==> src/rtl/vga_text_pkg.sv <==
// -----------------------------------------------------------------------------
// vga_text_pkg
// Shared definitions for the VGA text writer: screen geometry defaults,
// control-code values, the fill byte, FSM state encodings and the
// printable-byte classifier.
// -----------------------------------------------------------------------------
package vga_text_pkg;

   localparam int COLS_DEF = 80;
   localparam int ROWS_DEF = 60;

   localparam logic [7:0] FILL_CHAR_DEF = 8'h20;

   // Control codes acted on by the writer; every other byte below 8'h20
   // (and 8'h7F) is consumed without effect.
   localparam logic [7:0] CC_LF  = 8'h0A;
   localparam logic [7:0] CC_CR  = 8'h0D;
   localparam logic [7:0] CC_BS  = 8'h08;
   localparam logic [7:0] CC_FF  = 8'h0C;
   localparam logic [7:0] CC_DEL = 8'h7F;

   // FSM state encodings
   localparam logic [1:0] ST_IDLE       = 2'd0;
   localparam logic [1:0] ST_CLR_SCREEN = 2'd1;
   localparam logic [1:0] ST_CLR_LINE   = 2'd2;

   // Printable = 8'h20..8'h7E and 8'h80..8'hFF
   function automatic logic is_printable(input logic [7:0] b);
      return (b >= 8'h20) && (b != CC_DEL);
   endfunction

endpackage

==> src/rtl/vga_text_cursor.sv <==
// -----------------------------------------------------------------------------
// vga_text_cursor
// Cursor position on the character grid plus the row base (row*COLS) kept
// incrementally so the VRAM address needs only an adder.
// Ports:
//   clk, rst       : clock, asynchronous active-low reset
//   i_advance      : move one column right, stepping to the next row at EOL
//   i_newline      : column 0 of the next row
//   i_cr           : column 0 of the current row
//   i_back         : move one column left (caller guarantees col > 0)
//   i_home         : cursor to (0,0)
//   o_col, o_row   : cursor position
//   o_row_base     : row*COLS for the current row
//   o_addr         : row_base + col
//   o_at_eol       : cursor is in the last column
//   o_at_bol       : cursor is in column 0
// -----------------------------------------------------------------------------
module vga_text_cursor
   import vga_text_pkg::*;
#(
   parameter int COLS = COLS_DEF,
   parameter int ROWS = ROWS_DEF
) (
   input  logic        clk,
   input  logic        rst,
   input  logic        i_advance,
   input  logic        i_newline,
   input  logic        i_cr,
   input  logic        i_back,
   input  logic        i_home,
   output logic [6:0]  o_col,
   output logic [5:0]  o_row,
   output logic [12:0] o_row_base,
   output logic [12:0] o_addr,
   output logic        o_at_eol,
   output logic        o_at_bol
);

   localparam logic [6:0]  LAST_COL = 7'(COLS - 1);
   localparam logic [5:0]  LAST_ROW = 6'(ROWS - 1);
   localparam logic [12:0] ROW_STEP = 13'(COLS);

   logic [6:0]  r_col;
   logic [5:0]  r_row;
   logic [12:0] r_row_base;
   logic        w_next_row;

   assign o_at_eol   = (r_col == LAST_COL);
   assign o_at_bol   = (r_col == 7'd0);
   assign w_next_row = i_newline | (i_advance & o_at_eol);

   always_ff @(posedge clk or negedge rst) begin
      if (!rst) begin
         r_col      <= '0;
         r_row      <= '0;
         r_row_base <= '0;
      end else if (i_home) begin
         r_col      <= '0;
         r_row      <= '0;
         r_row_base <= '0;
      end else if (w_next_row) begin
         r_col <= '0;
         // The screen wraps to the top instead of scrolling.
         if (r_row == LAST_ROW) begin
            r_row      <= '0;
            r_row_base <= '0;
         end else begin
            r_row      <= r_row + 6'd1;
            r_row_base <= r_row_base + ROW_STEP;
         end
      end else if (i_advance) begin
         r_col <= r_col + 7'd1;
      end else if (i_back) begin
         r_col <= r_col - 7'd1;
      end else if (i_cr) begin
         r_col <= '0;
      end
   end

   assign o_col      = r_col;
   assign o_row      = r_row;
   assign o_row_base = r_row_base;
   assign o_addr     = r_row_base + {6'd0, r_col};

endmodule

==> src/rtl/vga_text_writer.sv <==
// -----------------------------------------------------------------------------
// vga_text_writer
// Turns a character byte stream into single-byte VRAM writes, interpreting
// LF/CR/BS/FF, and runs screen/line clear fills that stall the stream.
// Handshake: a byte transfers on a rising edge where ch_valid & ch_ready;
// ch_ready is registered and high only in IDLE; ch_data must stay stable
// while ch_valid is held off.
// Ports:
//   clk, rst        : clock, asynchronous active-low reset
//   ch_data/valid   : input byte stream, ch_ready back-pressure
//   vmem_in_addr    : VRAM write address (row*COLS + col)
//   vmem_in_data    : VRAM write data
//   vmem_we         : VRAM write strobe, one cycle per byte
//   cur_col/cur_row : cursor position
//   busy            : a fill sequence is running (state != IDLE)
// -----------------------------------------------------------------------------
module vga_text_writer
   import vga_text_pkg::*;
#(
   parameter int         COLS      = COLS_DEF,
   parameter int         ROWS      = ROWS_DEF,
   parameter logic [7:0] FILL_CHAR = FILL_CHAR_DEF
) (
   input  logic        clk,
   input  logic        rst,
   input  logic [7:0]  ch_data,
   input  logic        ch_valid,
   output logic        ch_ready,
   output logic [12:0] vmem_in_addr,
   output logic [7:0]  vmem_in_data,
   output logic        vmem_we,
   output logic [6:0]  cur_col,
   output logic [5:0]  cur_row,
   output logic        busy
);

   localparam logic [12:0] LAST_SCREEN = 13'(COLS * ROWS - 1);
   localparam logic [12:0] LAST_LINE   = 13'(COLS - 1);

   logic [1:0]  r_state;
   logic [12:0] r_fill;
   logic        r_ready;
   logic        r_we;
   logic [12:0] r_addr;
   logic [7:0]  r_data;

   logic        w_xfer;
   logic        w_advance, w_newline, w_cr, w_back, w_home, w_row_step;
   logic [12:0] w_addr, w_row_base;
   logic        w_at_eol, w_at_bol;

   // r_ready is only ever high in IDLE, so a transfer implies IDLE.
   assign w_xfer = ch_valid & r_ready;

   always_comb begin
      w_advance = 1'b0;
      w_newline = 1'b0;
      w_cr      = 1'b0;
      w_back    = 1'b0;
      w_home    = 1'b0;
      if (w_xfer) begin
         if (is_printable(ch_data)) begin
            w_advance = 1'b1;
         end else begin
            case (ch_data)
               CC_LF:   w_newline = 1'b1;
               CC_CR:   w_cr      = 1'b1;
               CC_BS:   w_back    = !w_at_bol;
               CC_FF:   w_home    = 1'b1;
               default: ;
            endcase
         end
      end
   end

   assign w_row_step = w_newline | (w_advance & w_at_eol);

   vga_text_cursor #(
      .COLS (COLS),
      .ROWS (ROWS)
   ) u_cursor (
      .clk        (clk),
      .rst        (rst),
      .i_advance  (w_advance),
      .i_newline  (w_newline),
      .i_cr       (w_cr),
      .i_back     (w_back),
      .i_home     (w_home),
      .o_col      (cur_col),
      .o_row      (cur_row),
      .o_row_base (w_row_base),
      .o_addr     (w_addr),
      .o_at_eol   (w_at_eol),
      .o_at_bol   (w_at_bol)
   );

   always_ff @(posedge clk or negedge rst) begin
      if (!rst) begin
         r_state <= ST_CLR_SCREEN;
         r_fill  <= '0;
         r_ready <= 1'b0;
         r_we    <= 1'b0;
         r_addr  <= '0;
         r_data  <= '0;
      end else begin
         r_we <= 1'b0;
         case (r_state)
            ST_IDLE: begin
               if (w_advance) begin
                  r_we   <= 1'b1;
                  r_addr <= w_addr;
                  r_data <= ch_data;
               end
               // Blank the cell the cursor moves back onto.
               if (w_back) begin
                  r_we   <= 1'b1;
                  r_addr <= w_addr - 13'd1;
                  r_data <= FILL_CHAR;
               end
               if (w_row_step) begin
                  r_state <= ST_CLR_LINE;
                  r_fill  <= '0;
                  r_ready <= 1'b0;
               end
               if (w_home) begin
                  r_state <= ST_CLR_SCREEN;
                  r_fill  <= '0;
                  r_ready <= 1'b0;
               end
            end
            ST_CLR_SCREEN: begin
               r_we   <= 1'b1;
               r_addr <= r_fill;
               r_data <= FILL_CHAR;
               if (r_fill == LAST_SCREEN) begin
                  r_state <= ST_IDLE;
                  r_ready <= 1'b1;
               end else begin
                  r_fill <= r_fill + 13'd1;
               end
            end
            ST_CLR_LINE: begin
               // The cursor already points at the new row, so its base is
               // the start of the line being cleared.
               r_we   <= 1'b1;
               r_addr <= w_row_base + r_fill;
               r_data <= FILL_CHAR;
               if (r_fill == LAST_LINE) begin
                  r_state <= ST_IDLE;
                  r_ready <= 1'b1;
               end else begin
                  r_fill <= r_fill + 13'd1;
               end
            end
            default: begin
               r_state <= ST_CLR_SCREEN;
               r_fill  <= '0;
               r_ready <= 1'b0;
            end
         endcase
      end
   end

   assign ch_ready     = r_ready;
   assign busy         = (r_state != ST_IDLE);
   assign vmem_we      = r_we;
   assign vmem_in_addr = r_addr;
   assign vmem_in_data = r_data;

endmodule

==> config.mk <==
export PLATFORM = sky130hd
export DESIGN_NAME = vga_text_writer
export DESIGN_NICKNAME = d
export VERILOG_FILES = /design/src/rtl/vga_text_pkg.sv /design/src/rtl/vga_text_cursor.sv /design/src/rtl/vga_text_writer.sv
export SDC_FILE = /design/constraint.sdc
export NUM_CORES = 1
export LEC_CHECK = 0
export ABC_AREA = 1
export CORE_AREA = 2 2 155 81
export CTS_BUF_LIST = sky130_fd_sc_hd__clkbuf_8
export DETAILED_ROUTE_END_ITERATION = 8
export DIE_AREA = 0 0 157 83
export REMOVE_ABC_BUFFERS = 1
export SLEW_MARGIN = 5
export SYNTH_ARGS = -nofsm -noshare
export SYNTH_HDL_FRONTEND = slang
export SYNTH_SLANG_ARGS = --single-unit
==> constraint.sdc <==
create_clock -name clk -period 2 [get_ports clk]
set_input_delay 0.4 -clock clk [delete_from_list [all_inputs] [get_ports clk]]
set_output_delay 0.4 -clock clk [all_outputs]
set_load 0.005 [all_outputs]
-- After elaboration in Yosys (flattened, before gate mapping)
Cells that the tools add are included.
- add/subtract/negate cells: 8
- $lt $le $gt $ge: 1
- equal/unequal tests: 17
- multiplexer cells: 49
- bitwise logic cells: 3
- reduce and logical (&&, ||, !) cells: 14
- operator list (cell ; number):
    $mux W13 ; 9
    $pmux W13 S3 ; 2
    $mux W7 ; 5
    $eq A8 B4 Y1 const B ; 4
    $mux W1 ; 20
    $mux W6 ; 3
    $mux W8 ; 2
    $pmux W8 S2 ; 1
    $add A13 B1 Y13 const B ; 1
    $add A13 B13 Y13 ; 1
    $add A13 B7 Y13 ; 1
    $add A13 B7 Y13 const B ; 1
    $eq A13 B13 Y1 const B ; 1
    $eq A13 B7 Y1 const B ; 1
    $sub A13 B1 Y13 const B ; 1
    $ge A8 B6 Y1 const B ; 1
    $mux W2 ; 4
    $ne A2 B2 Y1 const B ; 4
    $ne A8 B7 Y1 const B ; 1
    $add A7 B1 Y7 const B ; 1
    $eq A7 B7 Y1 const B ; 1
    $logic_not A7 Y1 ; 1
    $sub A7 B1 Y7 const B ; 1
    $add A6 B1 Y6 const B ; 1
    18 further kinds ; 24
- bits in registers: 64
- bits of input ports: 11
- logic and storage cells: 101

-- Depth between registers and ports, before layout
Gate-level depths: netlist (run 1).
- depth in word-level cells: 9
- mapped depth: 16
- depth with buffers taken out: 16

-- Cells and area by module
From an unflattened synthesis (run 1), not the netlist that was laid out.
- cells, all modules: 794
- area total of the unflattened synthesis: 5220.0 um^2
- modules (own cells, without submodules) (module ; times used ; cells each ; area an instance (um^2) ; seq. area each (um^2)):
    vga_text_writer ; 1 ; 534 ; 3464.6 ; 952.2
    vga_text_cursor ; 1 ; 260 ; 1755.4 ; 550.5

-- Worst setup path before layout (run 1)
OpenSTA, ideal clock, no wires.
- kind: reg2reg
- from: reg u_cursor.r_col[6], in the netlist u_cursor.o_col[6]
- to: reg r_addr[11], in the netlist vmem_in_addr[11]
- library setup time: 0.117 ns
- arrival time: 1.858 ns
- slack: 0.024 ns
- cell stages (with the launch flop): 16
- buffers on the path: 0
- clock period less this slack: 1.976 ns
- cells stage by stage: dfrtp_1 ha_1 nand2_1 inv_1 nand2_1 nand2_1 nand2_1 nand2_1 nor2_1 nand2_1 nor2_2 nand3_1 nand2_1 nand2_1 nand3_1 nand2_1
- word-level cells in the longest chain between the ends: 7
- RTL lines (what ; line ; source):
    from (decl) ; vga_text_cursor.sv:43 ; logic [6:0] r_col;
    from (signal assigned) ; vga_text_cursor.sv:72 ; r_col <= r_col + 7'd1;
    from (signal assigned) ; vga_text_cursor.sv:74 ; r_col <= r_col - 7'd1;
    branches (longest 7 deep; another with $add A13 B7 Y13) ; -- ;
    to (signal assigned) ; vga_text_writer.sv:111 ; r_addr <= w_addr;
    to (signal assigned) ; vga_text_writer.sv:117 ; r_addr <= w_addr - 13'd1;
    to (signal assigned) ; vga_text_writer.sv:133 ; r_addr <= r_fill;
    to (decl) ; vga_text_writer.sv:44 ; logic [12:0] r_addr;
Parallel ways; which one is timed is not known. The select of a mux whose other input is x is not followed.
A chain may end at the register's enable or synchronous reset.

-- Final worst setup path (run 1)
- from: reg u_cursor.r_row_base[4], in the netlist u_cursor.o_row_base[4]
- to: reg r_addr[9], in the netlist vmem_in_addr[9]
- word-level cells in the longest chain between the ends: 4
- RTL lines (what ; line ; source):
    from (decl) ; vga_text_cursor.sv:45 ; logic [12:0] r_row_base;
    from (signal assigned) ; vga_text_cursor.sv:69 ; r_row_base <= r_row_base + ROW_STEP;
    $add A13 B7 Y13 ; vga_text_cursor.sv:83 ; assign o_addr = r_row_base + {6'd0, r_col};
    $sub A13 B1 Y13 / $mux W13 (equally long branches) ; vga_text_writer.sv:117, vga_text_writer.sv:109 ;
    $mux W13 ; vga_text_writer.sv:115 ; if (w_back) begin
    $pmux W13 S3 * ; vga_text_writer.sv:107 ; case (r_state)
Every way passes the cells marked *; elsewhere a longest branch is shown, timed or not. The select of a mux whose other input is x is not followed.

==> impl_metrics.toml, run 1 <==
[routing]
via_per_inst = 5.11
vias = 4761
drc = 0
postRouteWirelength_um = 13800
first_iter_violations = 296
avgRoutedWirePerCell_um = 14.9
antenna_left = 0
dr.pass1.iters = 5

[final_layout]
layout.nets = 794
final_util_pct = 53.1
drive_above_1_share_pct = 24.5
syn_to_final_growth_pct = 37.3
antenna_cells = 0
stdcell_count = 931

[pwr]
finalPower_mw = 2.46
p_sw_share_pct = 25.5
power.share.clock_pct = 46.8
power_density_mw_per_mm2 = 400
seqPwrFrac_pct = 49.3
p_sw_uw = 626
combPwrFrac_pct = 3.9
p_int_mw = 1.83
ir_drop_mv = 0.216
p_leak_nw = 2.90

[setup_path]
cp-start-kind = "flip-flop"
crit_path_top_delay_cell = "dfrtp_1"
crit_arrival_ns = 2.27
cp.required_ns = 2.29
cp-end-kind = "flip-flop"
crit_chain = "buf_4, ha_1, nand2_1, nand2_2, nand2_1, nand2_2, buf_4, nand3_1, nand2_2, a21oi_2, o21ai_1, a21oi_1, o31ai_1, nand2_1"
cpPeakStageDelay_ns = 0.39
r2r_cells = 14
critPathKind = "flip-flop to flip-flop"
crit_fanout = 5

[synth]
ys_seq_area_share_pct = 33.5
synth_top_area_share_pct = 32.9
yosysMostFrequentCell = "nand2_1"
synth_cell_types = 43
synth_seq_cells = 60
synth_edf_count = 0
synthTopCellsByCount = "nand2_1 (175), inv_1 (65), dfrtp_1 (59), a21oi_1 (56), nand3_1 (51)"
ys_top_cells_by_area = "dfrtp_1 (33%), nand2_1 (15%), a21oi_1 (6.3%), ha_1 (6.1%), nand3_1 (5.7%)"
synthArstFlopShare_pct = 100
netlist_instances = 643
syn_area_mm2 = 0.00448
synthFlopType = "dfrtp_1"
synth_top_cell_by_area = "dfrtp_1"
yosysWarnings = 0
avgSynthCellArea_um2 = 6.97

[clock_tree]
cts_tree = "done"
numCtsBuffers = 9
clkSlewWorstSetupHoldPaths_ns = 0.08
cts_buffer_depth = 2
clock_sinks = 60
htreeDepth = 3
root_buffer = "clkbuf_8"
clock_latency_ns = 0.36

[sta]
worst_pin_slew_ns = 0.426
skew_ns = 0.0100
setup_violations = 0
slew_headroom_pct = 71.4
slew_viol_final = 0
fin_crit_ns = 1.98
setup_ws_ns = 0.0228
clock.fmax_mhz = 506
final.setup.tns_ns = 0
hold_viol_final = 0
rsz0062_at_grt = "yes"
fin_crit_sh_pct = 98.9

[global_route]
grt_max_degree = 46
grt_overflow = 0
antenna_found_initial = 0
grt_use_total_pct = 21.1
grt_pass1_wl_um = 21600
grt_pass1_vias = 4205

[floorplan]
boundaryPins = 48
die_w_um = 157
std_cell_rows = 28
die_area_mm2 = 0.0130
core_mm2 = 0.0116
die_h_um = 83
initial_core_util_pct = 38.7

[place]
place_inst = 901
place_congestion = 0.934
hpwl_um = 10300
pre_cts_ws_ns = -0.405
port_buffers = 47

[min_path]
hp-class = "primary input to flip-flop"
whs_path_depth = 3

[status]
outcome = "complete, no violations"

[job]
timing.max_cap.violations = 0
## kinds of logic after synthesis
| kind of cell | synth area share, % |
|---|---|
| buffers and inverters | 8.74 |
| DFF | 33.5 |
| and+or+nand+nor | 32.6 |
| adders and majority gates | 6.14 |
| xor gates and xnor gates | 4.10 |
| AOI/OAI and AO/OA | 14.9 |
## worst max-delay path: cells and delay by family (launching register included)
kind | cells | cell delay [ns]
buffers and inverters | 2 | 0.29
adders and majority gates | 1 | 0.21
and+or+nand+nor | 7 | 0.52
DFF | 1 | 0.39
AOI/OAI and AO/OA | 4 | 0.50
## per-stage QoR
| stage | hold slack (ns) | area, um^2 |
|---|---|---|
| 3_5_place_dp | 0.350 | 5550 |
| 6_report | 0.406 | 6150 |
| 2_1_floorplan | 0.104 | 4380 |
| 4_1_cts | 0.493 | 5800 |
| 3_3_place_gp | 0.347 | 5550 |
| 5_1_grt | 0.419 | 6150 |
## power groups by stage
| stage | logic [mW] | registers [mW] | clock network, mW |
|---|---|---|---|
| 2_1_floorplan | 0.0143 | 1.24 | 0 |
| 3_3_place_gp | 0.0856 | 1.24 | 0 |
| 3_5_place_dp | 0.0860 | 1.24 | 0 |
| 4_1_cts | 0.0891 | 1.21 | 1.18 |
| 5_1_grt | 0.106 | 1.21 | 1.23 |
| 6_report | 0.0960 | 1.21 | 1.15 |
## state kept, by name (all words and copies together), names as in the netlist
register / count
vmem_in_addr: 13
u_cursor.o_row_base: 9
u_cursor.o_row: 6
r_state: 2
u_cursor.o_col: 7
r_fill: 13
ch_ready: 1
vmem_we: 1
vmem_in_data: 8
## final cells by class
cell class                 count  area [um^2]
sequential                    60         1510
clock buffer                   9          124
clock inverter                 7         76.3
multi-input combinational    492         2850
inverter                      74          298
tap                          165          206
timing repair buffer         124         1100
fill                        1113         5440
## routing by layer
layer | part of all wire, % | global-route usage, % | routed length [um] | vias to the layer above
met5 | 0 | 0 | 0 | -
met4 | 0.64 | 4.34 | 89 | 0
met3 | 6.7 | 4.23 | 932 | 10
met2 | 39 | 27.1 | 5340 | 149
met1 | 54 | 35.1 | 7470 | 2248
li1 | - | - | - | 2354
## layout by cell type, fill, tap and decap left out, drive strengths merged, types with 2 or more instances in the layout
cell type / instances
xor2: 20
a211oi: 2
o31ai: 4
buf: 77
inv: 73
o21ai: 52
dlymetal6s2s: 5
clkdlybuf4s50: 40
nor3: 12
or2: 2
clkbuf: 9
nand4: 8
nor4: 6
nand3: 53
nand3b: 2
o211ai: 2
clkinv: 5
a21oi: 56
clkinvlp: 2
nand2: 182
ha: 22
dfrtp: 59
nor2: 62
a31oi: 3
## worst paths after layout
| kind | start | endpoint | slack [ns] |
|---|---|---|---|
| hold reg to reg | vmem_in_data[7] | vmem_in_data[7] | 0.49 |
| setup / recovery | u_cursor.o_row_base[4] | vmem_in_addr[9] | 0.02 |
| max in group asynchronous | rst | r_state[0] | 0.84 |
| setup reg to reg | u_cursor.o_row_base[4] | vmem_in_addr[9] | 0.02 |
| min in group asynchronous | rst | vmem_in_addr[0] | 0.50 |
| hold / removal | ch_data[2] | vmem_in_data[2] | 0.41 |
## timing repair
item                                    in CTS  in global routing
hold buffers                                 1                  0
resized for setup                           12                 75
pin swaps                                    2                 22
buffers inserted                             1                 12
hold endpoints to repair                    15                  0
endpoints found under the setup margin       6                 51
No activity file was read; power rests on OpenSTA's default activity.
==> run 2, diff against run 1 <==
- GPL_ROUTABILITY_DRIVEN: unset -> 0
- clock period: 2 -> 2.1 ns (I/O delays scaled with it)
==> run 2 against run 1 <==
Sequential share of layout area is 0.91 points higher. Highest routed layer unchanged. Die area unchanged. Largest cell class unchanged. Core utilization is 2.0 points lower.
==> impl_metrics.toml, run 2 (same netlist as run 1, synthesis figures left out) <==
[sta]
worst_pin_slew_ns = 0.503
fin_hold_ws_ns = 0.0709
rsz0062_at_grt = "yes"
fin_crit_sh_pct = 95.4
fin_crit_ns = 2.00
slew_viol_final = 0
hold_viol_final = 0
slew_headroom_pct = 66.2
setup_violations = 0
skew_ns = 0.0114
clock.fmax_mhz = 499
setup_ws_ns = 0.0973

[pwr]
p_sw_share_pct = 22.1
p_sw_uw = 558
power.share.clock_pct = 50.8
seqPwrFrac_pct = 45.8
p_leak_nw = 2.79
power_density_mw_per_mm2 = 426
p_int_mw = 1.97
ir_drop_mv = 0.342
combPwrFrac_pct = 3.4

[routing]
drc = 0
via_per_inst = 5.08
first_iter_violations = 342
postRouteWirelength_um = 13700
dr.pass1.iters = 5
avgRoutedWirePerCell_um = 15.0
vias = 4629
antenna_left = 0

[floorplan]
die_h_um = 83
boundaryPins = 48
die_w_um = 157
std_cell_rows = 28
core_mm2 = 0.0116
die_area_mm2 = 0.0130
initial_core_util_pct = 38.7

[clock_tree]
htreeDepth = 3
root_buffer = "clkbuf_8"
ctsHoldBuffers = 0
numCtsBuffers = 9
clock_sinks = 60
clock_latency_ns = 0.35
cts_buffer_depth = 2
clkSlewWorstSetupHoldPaths_ns = 0.07
cts_tree = "done"

[place]
port_buffers = 47
postPlaceCellArea_mm2 = 0.00546
pre_cts_ws_ns = -0.304
hpwl_um = 10300
place_inst = 889

[final_layout]
drive_above_1_share_pct = 20.0
most-common-layout-cells = "nand2_1 (157), inv_1 (67), dfrtp_1 (58), a21oi_1 (53), buf_4 (53)"
stdcell_count = 911
antenna_cells = 0
final_common_cell = "nand2_1"
design_area_mm2 = 0.00593
syn_to_final_growth_pct = 32.2
final_util_pct = 51.1
layout.nets = 774

[global_route]
grt_max_degree = 61
grt_use_total_pct = 21.5
antenna_found_initial = 0
grt_pass1_wl_um = 21900
grt_pass1_vias = 4080
grt_overflow = 0

[min_path]
hp-class = "primary input to async pin"

[setup_path]
cp-start-kind = "flip-flop"
critPathKind = "flip-flop to output pin"
crit_fanout = 4
rrSetupSlack_ns = 0.14
cp.required_ns = 1.68
crit_arrival_ns = 1.58
cp-end-kind = "output pin"

[job]
timing.max_cap.violations = 0

[status]
outcome = "complete, no violations"
## run 2: path summary, 6_finish.rpt
| path | start | endpoint | depth (start not counted) |
|---|---|---|---|
| max | r_state[0] | busy | 4 |
| min | rst | r_fill[0] | 2 |
| min reg2reg | vmem_in_data[4] | vmem_in_data[4] | 2 |
| min in group clk | vmem_in_data[4] | vmem_in_data[4] | 2 |
| max reg2reg | u_cursor.o_col[0] | vmem_in_addr[8] | 11 |
| max in group asynchronous | rst | r_state[0] | 2 |
## run 2: power by group through the flow
stage          sequential, mW  combinational (mW)  clock [mW]
6_report                 1.15              0.0856        1.28
5_1_grt                  1.15              0.0967        1.36
4_1_cts                  1.15              0.0833        1.31
3_5_place_dp             1.18              0.0823           0
3_3_place_gp             1.18              0.0815           0
2_1_floorplan            1.18              0.0136           0
## run 2: critical path, cell delays in order (launching register included)
cell,delay (ns)
dfstp_2,0.57
inv_1,0.08
ha_1,0.22
inv_1,0.08
dlygate4sd2_1,0.28
## run 2: area by class of cell
class / instances / area (um^2)
Fill cell: 1123 / 5670
Multi-Input combinational cell: 492 / 2770
Timing Repair Buffer: 104 / 925
Sequential cell: 60 / 1500
Clock buffer: 9 / 124
Tap cell: 165 / 206
Clock inverter: 7 / 108
Inverter: 74 / 293
## run 2: layer usage
metal | wire [um] | vias to the layer above | part of all wire (%) | track usage (%)
li1 | - | 2312 | - | -
met1 | 7300 | 2125 | 53 | 35.2
met2 | 5200 | 182 | 38 | 27.7
met3 | 1110 | 10 | 8.1 | 4.59
met4 | 97 | 0 | 0.71 | 4.50
met5 | 0 | - | 0 | 0
## run 2: what timing repair did
item / CTS / global route
setup buffers: 0 / 6
endpoints found under the setup margin: 5 / 35
pin swaps: 0 / 16
resized for setup: 2 / 50
## run 2: per-stage QoR
stage	total power, mW	TNS, ns
floorplan	1.19	0
global placement	1.26	-8.11
detailed placement	1.26	-8.41
CTS	2.55	0
global route	2.61	-0.0898
finish	2.52	0
==> run 3, diff against run 2 <==
- CORE_AREA: 2 2 155 81 -> 2 2 142 102
- DIE_AREA: 0 0 157 83 -> 0 0 144 104
- SYNTH_HIERARCHICAL: unset -> 1
==> run 3 against run 2 <==
The flow now finishes with violations (negative setup slack). Core utilization is 1.0 points lower. First-iteration DRC count is 22% higher. Final cell count is 23% higher. Final area is 15% higher. Combinational power is 27% higher. Via count is 19% higher. Fmax is 12% lower. Worst setup slack worse by 0.28 ns. Synthesized cell count is 23% higher. Clock skew is 0.0058 ns higher. Largest power group is now sequential cells.
==> impl_metrics.toml, run 3 <==
[sta]
clock.fmax_mhz = 437
fin_hold_ws_ns = 0.0686
slew_viol_final = 0
worst_pin_slew_ns = 0.510
skew_ns = 0.0172
fin_crit_sh_pct = 109
final.setup.tns_ns = -0.720
setup_violations = 5
slew_headroom_pct = 65.6
setup_ws_ns = -0.187
fin_crit_ns = 2.29
rsz0062_at_grt = "yes"
hold_viol_final = 0

[floorplan]
boundaryPins = 48
initial_core_util_pct = 38.2
std_cell_rows = 36
die_h_um = 104
die_area_mm2 = 0.0150
die_w_um = 144
core_mm2 = 0.0136

[synth]
avgSynthCellArea_um2 = 6.57
synthArstFlopShare_pct = 100
synth_mux_area_share_pct = 0
synth_compound_area_share_pct = 10.7
synth-simple-area-share_pct = 39.9
synthAdderAreaFrac_pct = 6.62
synth_edf_count = 0
synthFlopType = "dfrtp_1"
synth_top_cell_by_area = "dfrtp_1"
synth_xor_area_share_pct = 3.52
synthTopCellsByCount = "nand2_1 (239), inv_1 (89), nor2_1 (89), nand3_1 (70), dfrtp_1 (59)"
yosysWarnings = 6
ys_seq_area_share_pct = 28.8
netlist_instances = 794
synth_top_area_share_pct = 28.3
synth_cell_types = 47
synth_top_family_by_area = "simple AND/OR/NAND/NOR gates"
yosysMostFrequentCell = "nand2_1"
ys_top_cells_by_area = "dfrtp_1 (28%), nand2_1 (17%), nand3_1 (6.7%), inv_1 (6.4%), nor2_1 (6.4%)"
syn_area_mm2 = 0.00522
synth_seq_cells = 60

[clock_tree]
root_buffer = "clkbuf_8"
cts_buffer_depth = 2
clkSlewWorstSetupHoldPaths_ns = 0.08
numCtsBuffers = 9
clock_sinks = 60
cts_tree = "done"
htreeDepth = 3
clock_latency_ns = 0.36

[status]
violations = "negative setup slack"
outcome = "finished with violations"

[setup_path]
cp.required_ns = 2.35
rrSetupSlack_ns = -0.19
r2r-end = "vmem_in_addr[11]"
crit_arrival_ns = 2.54
cp-start-kind = "flip-flop"
r2r_cells = 19
crit_fanout = 3
cp-startpoint = "u_cursor/o_col[5]"
cp-end-kind = "flip-flop"
critPathKind = "flip-flop to flip-flop"
reg2reg_from = "u_cursor/o_col[5]"

[global_route]
grt_pass1_vias = 4962
grt_overflow = 0
grt_max_degree = 61
grt_pass1_wl_um = 25000
grt_use_total_pct = 20.9
antenna_found_initial = 0

[final_layout]
final_common_cell = "nand2_1"
syn_to_final_growth_pct = 30.9
layout.nets = 963
antenna_cells = 0
stdcell_count = 1120
final_util_pct = 50.1
most-common-layout-cells = "nand2_1 (231), buf_4 (92), inv_1 (88), nor2_1 (73), nand3_1 (66)"
drive_above_1_share_pct = 21.3
design_area_mm2 = 0.00683

[place]
postPlaceCellArea_mm2 = 0.00644
pre_cts_ws_ns = -0.241
place_inst = 1093
port_buffers = 47
hpwl_um = 11600

[pwr]
finalPower_mw = 2.21
p_leak_nw = 3.38
ir_drop_mv = 0.233
power_density_mw_per_mm2 = 323

[job]
timing.max_cap.violations = 0

[routing]
first_iter_violations = 418
via_per_inst = 4.93
vias = 5516
dr.pass1.iters = 5
drc = 0
antenna_left = 0
postRouteWirelength_um = 15200
avgRoutedWirePerCell_um = 13.6

[min_path]
hp-class = "primary input to async pin"
-- run 3: report_power, final --
group,internal (mW),switching (mW),total [mW]
Clock,0.413,0.520,0.933
Combinational,0.0501,0.0591,0.109
Sequential,1.16,0.00417,1.17
Total,1.62,0.583,2.21
-- run 3: kinds of logic (layout without fill, tap and decap cells) --
kind of cell               count (synthesis)  count (layout)
xor gates and xnor gates                  21              21
AOI/OAI and AO/OA                         97              97
adders and majority gates                 27              27
DFF                                       60              60
and+or+nand+nor                          466             466
buffers and inverters                    122             255
other                                      1               4
-- run 3: cell type report --
type / instances / area [um^2]
Sequential cell: 60 / 1500
Timing Repair Buffer: 143 / 1240
Clock inverter: 7 / 37.5
Fill cell: 1385 / 6810
Inverter: 96 / 365
Clock buffer: 9 / 124
Tap cell: 190 / 238
Multi-Input combinational cell: 615 / 3330
-- run 3: layer usage --
layer,global-route usage [%],routed length [um],vias to the layer above
met1,32.9,7950,2572
met4,4.34,118,0
met3,4.56,939,11
met5,0,0,-
li1,-,-,2799
met2,28.9,6170,134
-- run 3: worst max path at each step --
stage	endpoint	slack, ns	cells after the start
2_1_floorplan	r_fill[9]	-0.26	10
3_3_place_gp	r_fill[1]	-0.21	10
3_5_place_dp	u_cursor/o_row_base[12]	-0.24	14
4_1_cts	vmem_in_addr[11]	-0.14	20
5_1_grt	vmem_in_addr[11]	-0.35	19
6_report	vmem_in_addr[11]	-0.19	19
-- run 3: what timing repair did --
action,in CTS,in global routing
hold buffers,0,0
gates resized for setup,18,28
setup buffers,8,4
cloned,0,0
setup endpoints to repair,7,36
pin swaps,21,19
-- run 3: worst max-delay path, stage by stage, from the launching register on --
cell and delay [ns]:
dfrtp_1 0.39, ha_1 0.31, a21o_1 0.20, nand2_1 0.07
nand2_2 0.07, buf_4 0.16, nand3_1 0.08, nand2_2 0.08
nor2_2 0.12, nand2_1 0.07, nor2_2 0.12, nand2_1 0.07
nand2_1 0.07, nand2_1 0.04, nand2_1 0.05, o211ai_1 0.08
nand2_1 0.08, inv_1 0.04, nand2_1 0.05, nand2_1 0.04
